--- config.mk ---
export PLATFORM = sky130hd
export DESIGN_NAME = exec_stage
export DESIGN_NICKNAME = d
export VERILOG_FILES = /design/src/rtl/exec_stage_pkg.sv /design/src/rtl/exec_stage_md_unit.sv /design/src/rtl/exec_stage.sv
export SDC_FILE = /design/constraint.sdc
export NUM_CORES = 1
export LEC_CHECK = 0
export CAP_MARGIN = 40
export CORE_ASPECT_RATIO = 1.75
export CORE_MARGIN = 5
export CORE_UTILIZATION = 60
export CTS_CLUSTER_SIZE = 40
export DETAILED_ROUTE_END_ITERATION = 6
export DONT_BUFFER_PORTS = 1
export PLACE_DENSITY = 0.84
export SLEW_MARGIN = 20
export SYNTH_ARGS = -nofsm -noshare
export SYNTH_HDL_FRONTEND = slang
export SYNTH_SLANG_ARGS = --single-unit
--- constraint.sdc ---
create_clock -name clk -period 14.89 [get_ports clk]
set_input_delay 1.489 -clock clk [delete_from_list [all_inputs] [get_ports clk]]
set_output_delay 1.489 -clock clk [all_outputs]
set_load 0.02 [all_outputs]
--- src/rtl/exec_stage_pkg.sv ---
// rtl/exec_stage_pkg.sv - shared pipeline constants: ALU op codes, EX FSM states, helpers
package exec_stage_pkg;

    localparam logic [3:0] ALU_ADD   = 4'd0;
    localparam logic [3:0] ALU_SUB   = 4'd1;
    localparam logic [3:0] ALU_AND   = 4'd2;
    localparam logic [3:0] ALU_OR    = 4'd3;
    localparam logic [3:0] ALU_XOR   = 4'd4;
    localparam logic [3:0] ALU_NOR   = 4'd5;
    localparam logic [3:0] ALU_SLT   = 4'd6;
    localparam logic [3:0] ALU_SLTU  = 4'd7;
    localparam logic [3:0] ALU_LUI   = 4'd8;
    localparam logic [3:0] ALU_MULTU = 4'd9;
    localparam logic [3:0] ALU_DIVU  = 4'd10;
    localparam logic [3:0] ALU_MFHI  = 4'd11;
    localparam logic [3:0] ALU_MFLO  = 4'd12;

    // Iterations of the shift-add multiplier / restoring divider
    localparam int MD_ITERS = 32;

    typedef enum logic [1:0] {
        ST_IDLE = 2'd0,
        ST_RUN  = 2'd1,
        ST_DONE = 2'd2
    } ex_state_e;

    function automatic logic is_md_op(input logic [3:0] op);
        return (op == ALU_MULTU) || (op == ALU_DIVU);
    endfunction

endpackage

--- src/rtl/exec_stage_md_unit.sv ---
// rtl/exec_stage_md_unit.sv - iterative unsigned shift-add multiplier / restoring divider
module md_unit
    import exec_stage_pkg::*;
(
    input  logic        clk,
    input  logic        rst,
    input  logic        abort,
    input  logic        start,
    input  logic        op,      // 0 = multiply, 1 = divide
    input  logic [31:0] a,
    input  logic [31:0] b,
    output logic        done,
    output logic [31:0] hi,
    output logic [31:0] lo
);

    logic        r_run;
    logic [4:0]  r_count;
    logic        r_op;
    logic [31:0] r_b;
    logic [31:0] r_hi;
    logic [31:0] r_lo;

    logic [32:0] w_mul_sum;
    logic [32:0] w_div_shift;
    logic        w_div_ge;
    logic [31:0] w_div_diff;

    // Multiply adds the multiplicand into HI when the multiplier LSB is set;
    // divide shifts the next dividend bit into the partial remainder. A zero
    // divisor naturally yields quotient all-ones and remainder = dividend.
    assign w_mul_sum   = {1'b0, r_hi} + (r_lo[0] ? {1'b0, r_b} : 33'd0);
    assign w_div_shift = {r_hi, r_lo[31]};
    assign w_div_ge    = (w_div_shift >= {1'b0, r_b});
    assign w_div_diff  = w_div_shift[31:0] - r_b;

    assign done = r_run && (r_count == 5'(MD_ITERS - 1));
    assign hi   = r_hi;
    assign lo   = r_lo;

    // Load operands on start, then perform one iteration per cycle
    always_ff @(posedge clk) begin
        if (rst) begin
            r_run   <= 1'b0;
            r_count <= '0;
            r_op    <= 1'b0;
            r_b     <= '0;
            r_hi    <= '0;
            r_lo    <= '0;
        end else if (abort) begin
            r_run   <= 1'b0;
            r_count <= '0;
        end else if (start) begin
            r_run   <= 1'b1;
            r_count <= '0;
            r_op    <= op;
            r_b     <= b;
            r_hi    <= '0;
            r_lo    <= a;
        end else if (r_run) begin
            if (r_op) begin
                r_hi <= w_div_ge ? w_div_diff : w_div_shift[31:0];
                r_lo <= {r_lo[30:0], w_div_ge};
            end else begin
                {r_hi, r_lo} <= {w_mul_sum, r_lo[31:1]};
            end
            r_count <= r_count + 5'd1;
            if (done) begin
                r_run <= 1'b0;
            end
        end
    end

endmodule

--- src/rtl/exec_stage.sv ---
// rtl/exec_stage.sv - execute stage: single-cycle ALU plus iterative MULTU/DIVU with HI/LO
module exec_stage
    import exec_stage_pkg::*;
#(
    parameter int MD_EN = 1
) (
    input  logic        clk,
    input  logic        rst,
    input  logic        in_valid,
    input  logic        flush,
    input  logic [31:0] rs_data,
    input  logic [31:0] rt_data,
    input  logic [31:0] imm_ext,
    input  logic        alu_src,
    input  logic [3:0]  alu_op,
    input  logic [4:0]  rd_addr,
    input  logic        reg_write,
    output logic        busy,
    output logic        out_valid,
    output logic        out_reg_write,
    output logic [4:0]  out_rd,
    output logic [31:0] result,
    output logic        zero
);

    ex_state_e   r_state;
    ex_state_e   w_next_state;
    logic [31:0] r_hi;
    logic [31:0] r_lo;

    logic [31:0] w_b;
    logic [31:0] w_alu_result;
    logic        w_alu_we;
    logic        w_accept;
    logic        w_md_go;
    logic        w_md_commit;
    logic        w_md_done;
    logic [31:0] w_md_hi;
    logic [31:0] w_md_lo;

    assign w_b      = alu_src ? imm_ext : rt_data;
    assign w_accept = in_valid && !busy && !flush;
    assign w_md_go  = w_accept && is_md_op(alu_op) && (MD_EN != 0);

    md_unit u_md (
        .clk   (clk),
        .rst   (rst),
        .abort (flush),
        .start (w_md_go),
        .op    (alu_op == ALU_DIVU),
        .a     (rs_data),
        .b     (w_b),
        .done  (w_md_done),
        .hi    (w_md_hi),
        .lo    (w_md_lo)
    );

    // Single-cycle ALU result and register-write qualifier
    always_comb begin
        w_alu_result = '0;
        w_alu_we     = 1'b0;
        case (alu_op)
            ALU_ADD:  begin w_alu_result = rs_data + w_b;              w_alu_we = reg_write; end
            ALU_SUB:  begin w_alu_result = rs_data - w_b;              w_alu_we = reg_write; end
            ALU_AND:  begin w_alu_result = rs_data & w_b;              w_alu_we = reg_write; end
            ALU_OR:   begin w_alu_result = rs_data | w_b;              w_alu_we = reg_write; end
            ALU_XOR:  begin w_alu_result = rs_data ^ w_b;              w_alu_we = reg_write; end
            ALU_NOR:  begin w_alu_result = ~(rs_data | w_b);           w_alu_we = reg_write; end
            ALU_SLT:  begin w_alu_result = {31'd0, $signed(rs_data) < $signed(w_b)}; w_alu_we = reg_write; end
            ALU_SLTU: begin w_alu_result = {31'd0, rs_data < w_b};     w_alu_we = reg_write; end
            ALU_LUI:  begin w_alu_result = {w_b[15:0], 16'd0};         w_alu_we = reg_write; end
            ALU_MFHI: begin w_alu_result = r_hi;                       w_alu_we = reg_write; end
            ALU_MFLO: begin w_alu_result = r_lo;                       w_alu_we = reg_write; end
            default:  begin w_alu_result = '0;                         w_alu_we = 1'b0;      end
        endcase
    end

    // FSM state register
    always_ff @(posedge clk) begin
        if (rst) begin
            r_state <= ST_IDLE;
        end else begin
            r_state <= w_next_state;
        end
    end

    // FSM next state: a flush abandons RUN or DONE without committing HI/LO
    always_comb begin
        w_next_state = r_state;
        case (r_state)
            ST_IDLE: if (w_md_go) w_next_state = ST_RUN;
            ST_RUN:  begin
                if (flush)          w_next_state = ST_IDLE;
                else if (w_md_done) w_next_state = ST_DONE;
            end
            ST_DONE: w_next_state = ST_IDLE;
            default: w_next_state = ST_IDLE;
        endcase
    end

    // FSM outputs: stall upstream while the multiply/divide owns the stage
    always_comb begin
        busy        = (r_state != ST_IDLE);
        w_md_commit = (r_state == ST_DONE) && !flush;
    end

    // HI/LO update only when a multiply/divide completes unflushed
    always_ff @(posedge clk) begin
        if (rst) begin
            r_hi <= '0;
            r_lo <= '0;
        end else if (w_md_commit) begin
            r_hi <= w_md_hi;
            r_lo <= w_md_lo;
        end
    end

    // EX/MEM register: every field clears in a cycle that carries no instruction
    always_ff @(posedge clk) begin
        if (rst) begin
            out_valid     <= 1'b0;
            out_reg_write <= 1'b0;
            out_rd        <= '0;
            result        <= '0;
            zero          <= 1'b0;
        end else if (w_md_commit) begin
            out_valid     <= 1'b1;
            out_reg_write <= 1'b0;
            out_rd        <= '0;
            result        <= '0;
            zero          <= 1'b1;
        end else if (w_accept && !w_md_go) begin
            out_valid     <= 1'b1;
            out_reg_write <= w_alu_we;
            out_rd        <= rd_addr;
            result        <= w_alu_result;
            zero          <= (w_alu_result == 32'd0);
        end else begin
            out_valid     <= 1'b0;
            out_reg_write <= 1'b0;
            out_rd        <= '0;
            result        <= '0;
            zero          <= 1'b0;
        end
    end

endmodule

# [Yosys cells after proc, flatten, opt, wreduce, memory -nomap -nowiden]
# Index checks and enable logic that the tools add are counted.
# W data, S select, Z words.
[classes] add_sub_neg=5 mul=0 n_div=0 n_lt_le_gt_ge=3 eq_ne=17 shifts=0 n_mux=21 bitwise=7 reduce_logical=23
[op_table] operator="$pmux W32 S11" count=1
[op_table] operator="$mux W32" count=9
[op_table] operator="$lt A32 B32 Y1" count=2
[op_table] operator="$sub A32 B32 Y32" count=2
[op_table] operator="$add A32 B33 Y33" count=1
[op_table] operator="$ge A33 B32 Y1" count=1
[op_table] operator="$add A32 B32 Y32" count=1
[op_table] operator="$and A32 B32 Y32" count=1
[op_table] operator="$logic_not A32 Y1" count=1
[op_table] operator="$not A32 Y32" count=1
[op_table] operator="$or A32 B32 Y32" count=1
[op_table] operator="$xor A32 B32 Y32" count=1
[op_table] operator="$eq A4 B4 Y1 const B" count=5
[op_table] operator="$eq A4 B3 Y1 const B" count=4
[op_table] operator="$reduce_or A11 Y1" count=1
[op_table] operator="$eq A4 B2 Y1 const B" count=2
[op_table] operator="$mux W1" count=7
[op_table] operator="$logic_and A1 B1 Y1" count=6
[op_table] operator="$mux W2" count=3
[op_table] operator="$reduce_and A2 Y1" count=3
[op_table] operator="$reduce_or A3 Y1" count=2
[op_table] operator="$add A5 B1 Y5 const B" count=1
[op_table] operator="$eq A5 B5 Y1 const B" count=1
[op_table] operator="$eq A4 B1 Y1 const B" count=1
[op_table] operator="other kinds (13)" count=18
[totals] reg_bits=209 latch_bits=0 mem_bits_rw=0 rom_bits=0 input_bits=111 output_inout_bits=41 elab_cells=90 mem_count=0

# [Depth between registers and ports, before layout]
[depth] ltp_word=9 depth_mapped=18

# [Modules after synthesis]
# From an unflattened synthesis, not the netlist that was laid out.
[hier_totals] hier_cells=2555 hier_area_um2=18709.2
[modules_own_cells] module="exec_stage" n_inst=1 cells_per_inst=1441 area_per_inst_um2=10463.8 seq_area_each_um2=2122.0
[modules_own_cells] module="md_unit" n_inst=1 cells_per_inst=1114 area_per_inst_um2=8245.4 seq_area_each_um2=2062.0

# [Worst setup path after synthesis]
# OpenSTA, ideal clock, no wires.
[synth_path] path_kind="input port to flip-flop" startpoint="input alu_src" endpoint="register zero" arrival_ns=6.148 setup_slack_ns=8.647 path_stages=18 n_path_buf=5 cell_sequence="clkbuf_1 > clkbuf_1 > clkbuf_1 > buf_1 > mux2i_1 > ha_1 > clkbuf_1 > inv_1 > a21oi_1 > o31ai_1 > and2b_1 > a211o_1 > o2111a_1 > or3_1 > nand4b_1 > nor3_1 > nand4_1 > o41ai_2"
[synth_via] elab_chain_len=7 word_cells_on_any_way=13 classes_between="add/sub: 2; order compare: 2; mux: 4; bitwise: 4; reduce/logical: 1"
[synth_rtl] item="from (decl)" line="exec_stage.sv:14" text="input logic alu_src,"
[synth_rtl] item="$mux W32 (*)" line="exec_stage.sv:41" text="assign w_b = alu_src ? imm_ext : rt_data;"
[synth_rtl] item="branches (longest 2 deep; another with $sub A32 B32 Y32)"
[synth_rtl] item="$pmux W32 S11 (*)" line="exec_stage.sv:62" text="case (alu_op)"
[synth_rtl] item="$logic_not A32 Y1 (*)" line="exec_stage.sv:137" text="zero <= (w_alu_result == 32'd0);"
[synth_rtl] item="$mux W1 (*)" line="exec_stage.sv:132" text="end else if (w_accept && !w_md_go) begin"
[synth_rtl] item="$mux W1 (*)" line="exec_stage.sv:126" text="end else if (w_md_commit) begin"
[synth_rtl] item="to (signal assigned)" line="exec_stage.sv:137"
[synth_rtl] item="to (decl)" line="exec_stage.sv:23" text="output logic zero"
# Every way passes the cells marked *.
# A chain may end at the register's enable or synchronous reset.

# [Worst setup path after layout]
[layout_path] startpoint="input alu_src" endpoint="register zero"
[layout_via] elab_chain_len=7 word_cells_on_any_way=13 classes_between="add/sub: 2; order compare: 2; mux: 4; bitwise: 4; reduce/logical: 1"
[layout_rtl] item="$mux W32 (*)" line="exec_stage.sv:41"
[layout_rtl] item="net u_md.b[6]" line="exec_stage_md_unit.sv:11" text="input logic [31:0] b,"
[layout_rtl] item="branches (longest 2 deep; another with $sub A32 B32 Y32)"
[layout_rtl] item="$pmux W32 S11 (*)" line="exec_stage.sv:62"
[layout_rtl] item="$logic_not A32 Y1 (*)" line="exec_stage.sv:137"
[layout_rtl] item="$mux W1 (*)" line="exec_stage.sv:132"
[layout_rtl] item="$mux W1 (*)" line="exec_stage.sv:126"
# Mark *: on every way through the listed nets, which the timed path passes.

==> summary.md <==
| Metric | Value |
|---|---|
| TritonCTS clock tree | `yes` |
| Relative contribution of combinational cells to total power | `around 27%` |
| Clk Tree Root Cell | `sky130_fd_sc_hd__clkbuf_16` |
| Total gr overflow | `0` |
| Sequential-to-total area share from yosys stat | `23.0%` |
| Beginning of the worst register-to-register path | `u_md.lo[0]` |
| Vias/cell | `6.83` |
| Final setup skew | `21.1 ps` |
| Crit path max fanout | `32` |
| Post-layout minimum cycle time | `around 5300 ps` |
| Inserted Diodes | `0` |
| Syn Std Cell Area | `18200 um^2` |
| Data required time at the worst endpoint | `15320 ps` |
| Actual transition at the worst max-transition pin | `942 ps` |
| Share of the synthesized area in the top cell type | `23.0%` |
| Number of global-route vias before repair | `18000` |
| Placed Instances | `2692` |
| #FFs+latches synth | `209` |
| Initial antenna violation count | `0` |
| Final design utilization | `63.7%` |
| Status | `finished with violations` |
| Leading post-synthesis cells by cell area | `sky130_fd_sc_hd__dfxtp_1 (23%), sky130_fd_sc_hd__ha_1 (12%), sky130_fd_sc_hd__a21oi_1 (6.9%)` |
| Share of synthesized flip-flops with an asynchronous set or reset | `0%` |
| Total CTS buffers | `23` |
| Crit. path cell count | `13` |
| DR iter-0 viols | `2113` |
| Count of H-tree levels built during CTS | `1` |
| Crit path to | `zero` |
| CORE AREA | `30100 um^2` |
| Commonest cells after routing, fill and taps aside | `sky130_fd_sc_hd__nor2_1 (266), sky130_fd_sc_hd__a21oi_1 (252), sky130_fd_sc_hd__nand2_1 (251), sky130_fd_sc_hd__dfxtp_1 (208), sky130_fd_sc_hd__ha_1 (168)` |
| Top flip-flop cell by instance count after synthesis | `sky130_fd_sc_hd__dfxtp_1` |
| Number of failing setup endpoints in the final timing report | `0` |
| CTS Hold Buffers Added | `0` |
| Top delay family on crit path | `compound AO/OA/AOI/OAI gates` |
| Max cap viols | `0` |
| First-pass GRT wire length | `approximately 100000 um` |
| Die Span X | `142 um` |
| Total Routed Length | `67400 um` |
| Die Footprint | `34000 um^2` |
| Initial Util | `60.5%` |
| Sw Share | `33.2%` |
| Bufs and invs on worst path | `1` |
| Sequential power share | `35.3%` |
| Startpoint type of the worst setup path | `primary input` |
| Critical path data arrival time | `5770 ps` |
| Cell area power density | `85.6 nW/um^2` |
| Number of synthesis warnings | `0` |
| Flop2flop setup slack | `10720 ps` |
| Post-cts repair resize count | `0` |
| Max rail drop VDD | `0.0929 mV` |
| Clock tree sinks | `209` |
| Largest stage delay on the critical path | `about 830 ps` |
| Cell area after layout | `19100 um^2` |
| Floorplan row count | `84` |
| Hold violation total from the final report | `0` |
| Slew Limit Fails | `0` |
| Clock latency of the later-clocked register in the worst-skew pair | `540 ps` |
| Setup_tns | `0 ps` |
| Post-DP HPWL | `50200 um` |
| Share of layout cells above drive strength 1 | `around 5.3%` |
| Syn_area_per_cell | `around 7.5 um^2` |
| Worst setup path start | `alu_src` |
| Area added between synthesis and finish | `5.19%` |
| Number of distinct library cell variants in the gate-level netlist after synthesis | `95` |
| Leak Pwr | `7.71 nW` |
| Clock Pin Slew Worst Setup and Hold Paths | `60 ps` |
| CTS max path bufs | `3` |
| Number of primary I/O pins | `between 150 and 200` |
| Headroom to the max-slew limit | `37.2%` |
| Chip Height | `240 um` |
| Crit-path cells | `mux2i_1 -> inv_1 -> ha_1 -> a2111oi_1 -> a211o_1 -> nand2_1 -> a221o_2 -> a21oi_1 -> nor4bb_1 -> nand4b_1 -> nor3_1 -> nand4_1 -> o41ai_2` |
| Violated checks | `design-rule violations` |
| DRT Pass-1 Iters | `7` |
| Number of nets still failing antenna checks after routing | `0` |
| DRC violations left | `4` |
| Post-CTS Setup Bufs | `0` |
| Count of port buffers added during placement | `0` |
| Placed instance area | `18300 um^2` |
| Post-Syn Nets | `around 2700` |
| Hold crit path type | `reg -> reg` |
| Leading area contributor after synthesis | `sky130_fd_sc_hd__dfxtp_1` |
| Nets | `~2600` |
| Power dissipated by switching net loads | `544 uW` |
| Final std cells w/o fill | `2733` |
| Reg2Reg Capture Point | `u_md.hi[31]` |
| Setup repair after global routing missed its margin | `no` |
| Most common cell after layout, fill and taps aside | `sky130_fd_sc_hd__nor2_1` |
| Share of power burned in the clock network | `37.5%` |
| Cell with the largest stage delay on the worst path | `sky130_fd_sc_hd__a2111oi_1` |
| All-Layer GR Usage | `38.0%` |
| Via Count | `about 19000` |
| Global placer's final weighted congestion | `1.04` |
| Internal power | `1.09 mW` |
| Kind of capture point of the worst setup path | `register` |
| Achievable frequency | `0.187 GHz` |
| Post-detailed-route wirelength per cell | `approximately 25 um` |
| Largest net degree at the start of global routing | `140` |
| CP Class | `in -> reg` |
| Count of flip-flops with a built-in enable after synthesis | `0` |
| Worst reg2reg path depth | `15` |
| Synthesized instance count | `around 2400` |
| Final period util | `a little over a third` |
[flip-flops by register name (all words and copies together) (netlist names)]
register	flops
out_rd	5
out_reg_write	1
out_valid	1
r_hi	32
r_lo	32
r_state	2
result	32
u_md.hi	32
u_md.lo	32
u_md.r_b	32
u_md.r_count	5
u_md.r_op	1
u_md.r_run	1
zero	1
[metal layers]
layer  wire length (um)  global-route usage, %  vias to the layer above
met3               5470                   5.15                      262
met4               5920                   27.6                        0
met1              24800                   44.3                     8765
met5                  0                      0                        -
li1                   -                      -                     8589
met2              31300                   63.1                     1050
[through the flow]
stage,hold WS (ps),worst slack (ps),total power [mW]
4_1_cts,455,9670,1.63
3_3_place_gp,440,9200,1.01
5_1_grt,476,9360,1.69
6_report,464,9550,1.64
3_5_place_dp,446,9120,1.02
2_1_floorplan,432,8650,0.915
[power groups by stage]
stage	Clock (mW)	Sequential (mW)	Combinational, mW
after floorplan	0	0.587	0.328
after global placement	0	0.590	0.424
after detailed placement	0	0.590	0.428
after CTS	0.617	0.577	0.431
after global routing	0.641	0.578	0.474
final	0.615	0.578	0.446
[worst reg2reg max path, stage by stage (launching register included)]
cell and delay [ps]:
sky130_fd_sc_hd__dfxtp_1 300, sky130_fd_sc_hd__buf_4 230, sky130_fd_sc_hd__and2_1 200, sky130_fd_sc_hd__ha_1 210, sky130_fd_sc_hd__fa_1 440, sky130_fd_sc_hd__a211oi_1 280
sky130_fd_sc_hd__o21bai_1 190, sky130_fd_sc_hd__o21a_1 240, sky130_fd_sc_hd__o31ai_1 340, sky130_fd_sc_hd__o211ai_1 330, sky130_fd_sc_hd__a21oi_1 370, sky130_fd_sc_hd__a21oi_1 180
sky130_fd_sc_hd__a31oi_1 300, sky130_fd_sc_hd__nor2b_1 100, sky130_fd_sc_hd__nor4_1 220, sky130_fd_sc_hd__o41ai_1 110
[layout make-up]
cell class              count  area [um^2]
multi-input cells        1922        12900
fillers                  2713        10900
flip-flops and latches    209         4190
clock buffers              30          663
inverters                 146          548
well taps                 387          484
repair buffers             29          234
clock inverters            10          140
[cells by family after synthesis]
group	after synthesis	share of synthesized area, %
AO/OA/AOI/OAI	772	28.7
buffers and inverters	302	6.71
XOR/XNOR	63	3.03
adder cells (fa/ha/maj)	172	12.0
multiplexers	98	5.42
flip-flops	209	23.0
AND/OR/NAND/NOR	817	21.2
[how the worst min path moves through the flow]
stage / start / end / slack (ps) / cells past startpoint
final: r_lo[6] / r_lo[6] / 460 / 2
after global routing: r_hi[23] / r_hi[23] / 480 / 2
after CTS: r_lo[12] / r_lo[12] / 450 / 2
after detailed placement: r_lo[5] / r_lo[5] / 450 / 2
after global placement: r_lo[12] / r_lo[12] / 440 / 2
after floorplan: r_hi[1] / r_hi[1] / 430 / 2
[synth_stat cells (all sizes together), types with 25 or more instances]
master / count
dfxtp: 209
mux2i: 94
inv: 146
a211oi: 97
a21o: 47
clkbuf: 115
nor3: 47
a221oi: 30
nand2b: 25
nand2: 252
xnor2: 41
nand3: 29
o211ai: 29
a21oi: 252
buf: 41
o21ai: 97
ha: 168
nor2: 267
and2: 50
Note: power is estimated with default switching activity, not from simulation.
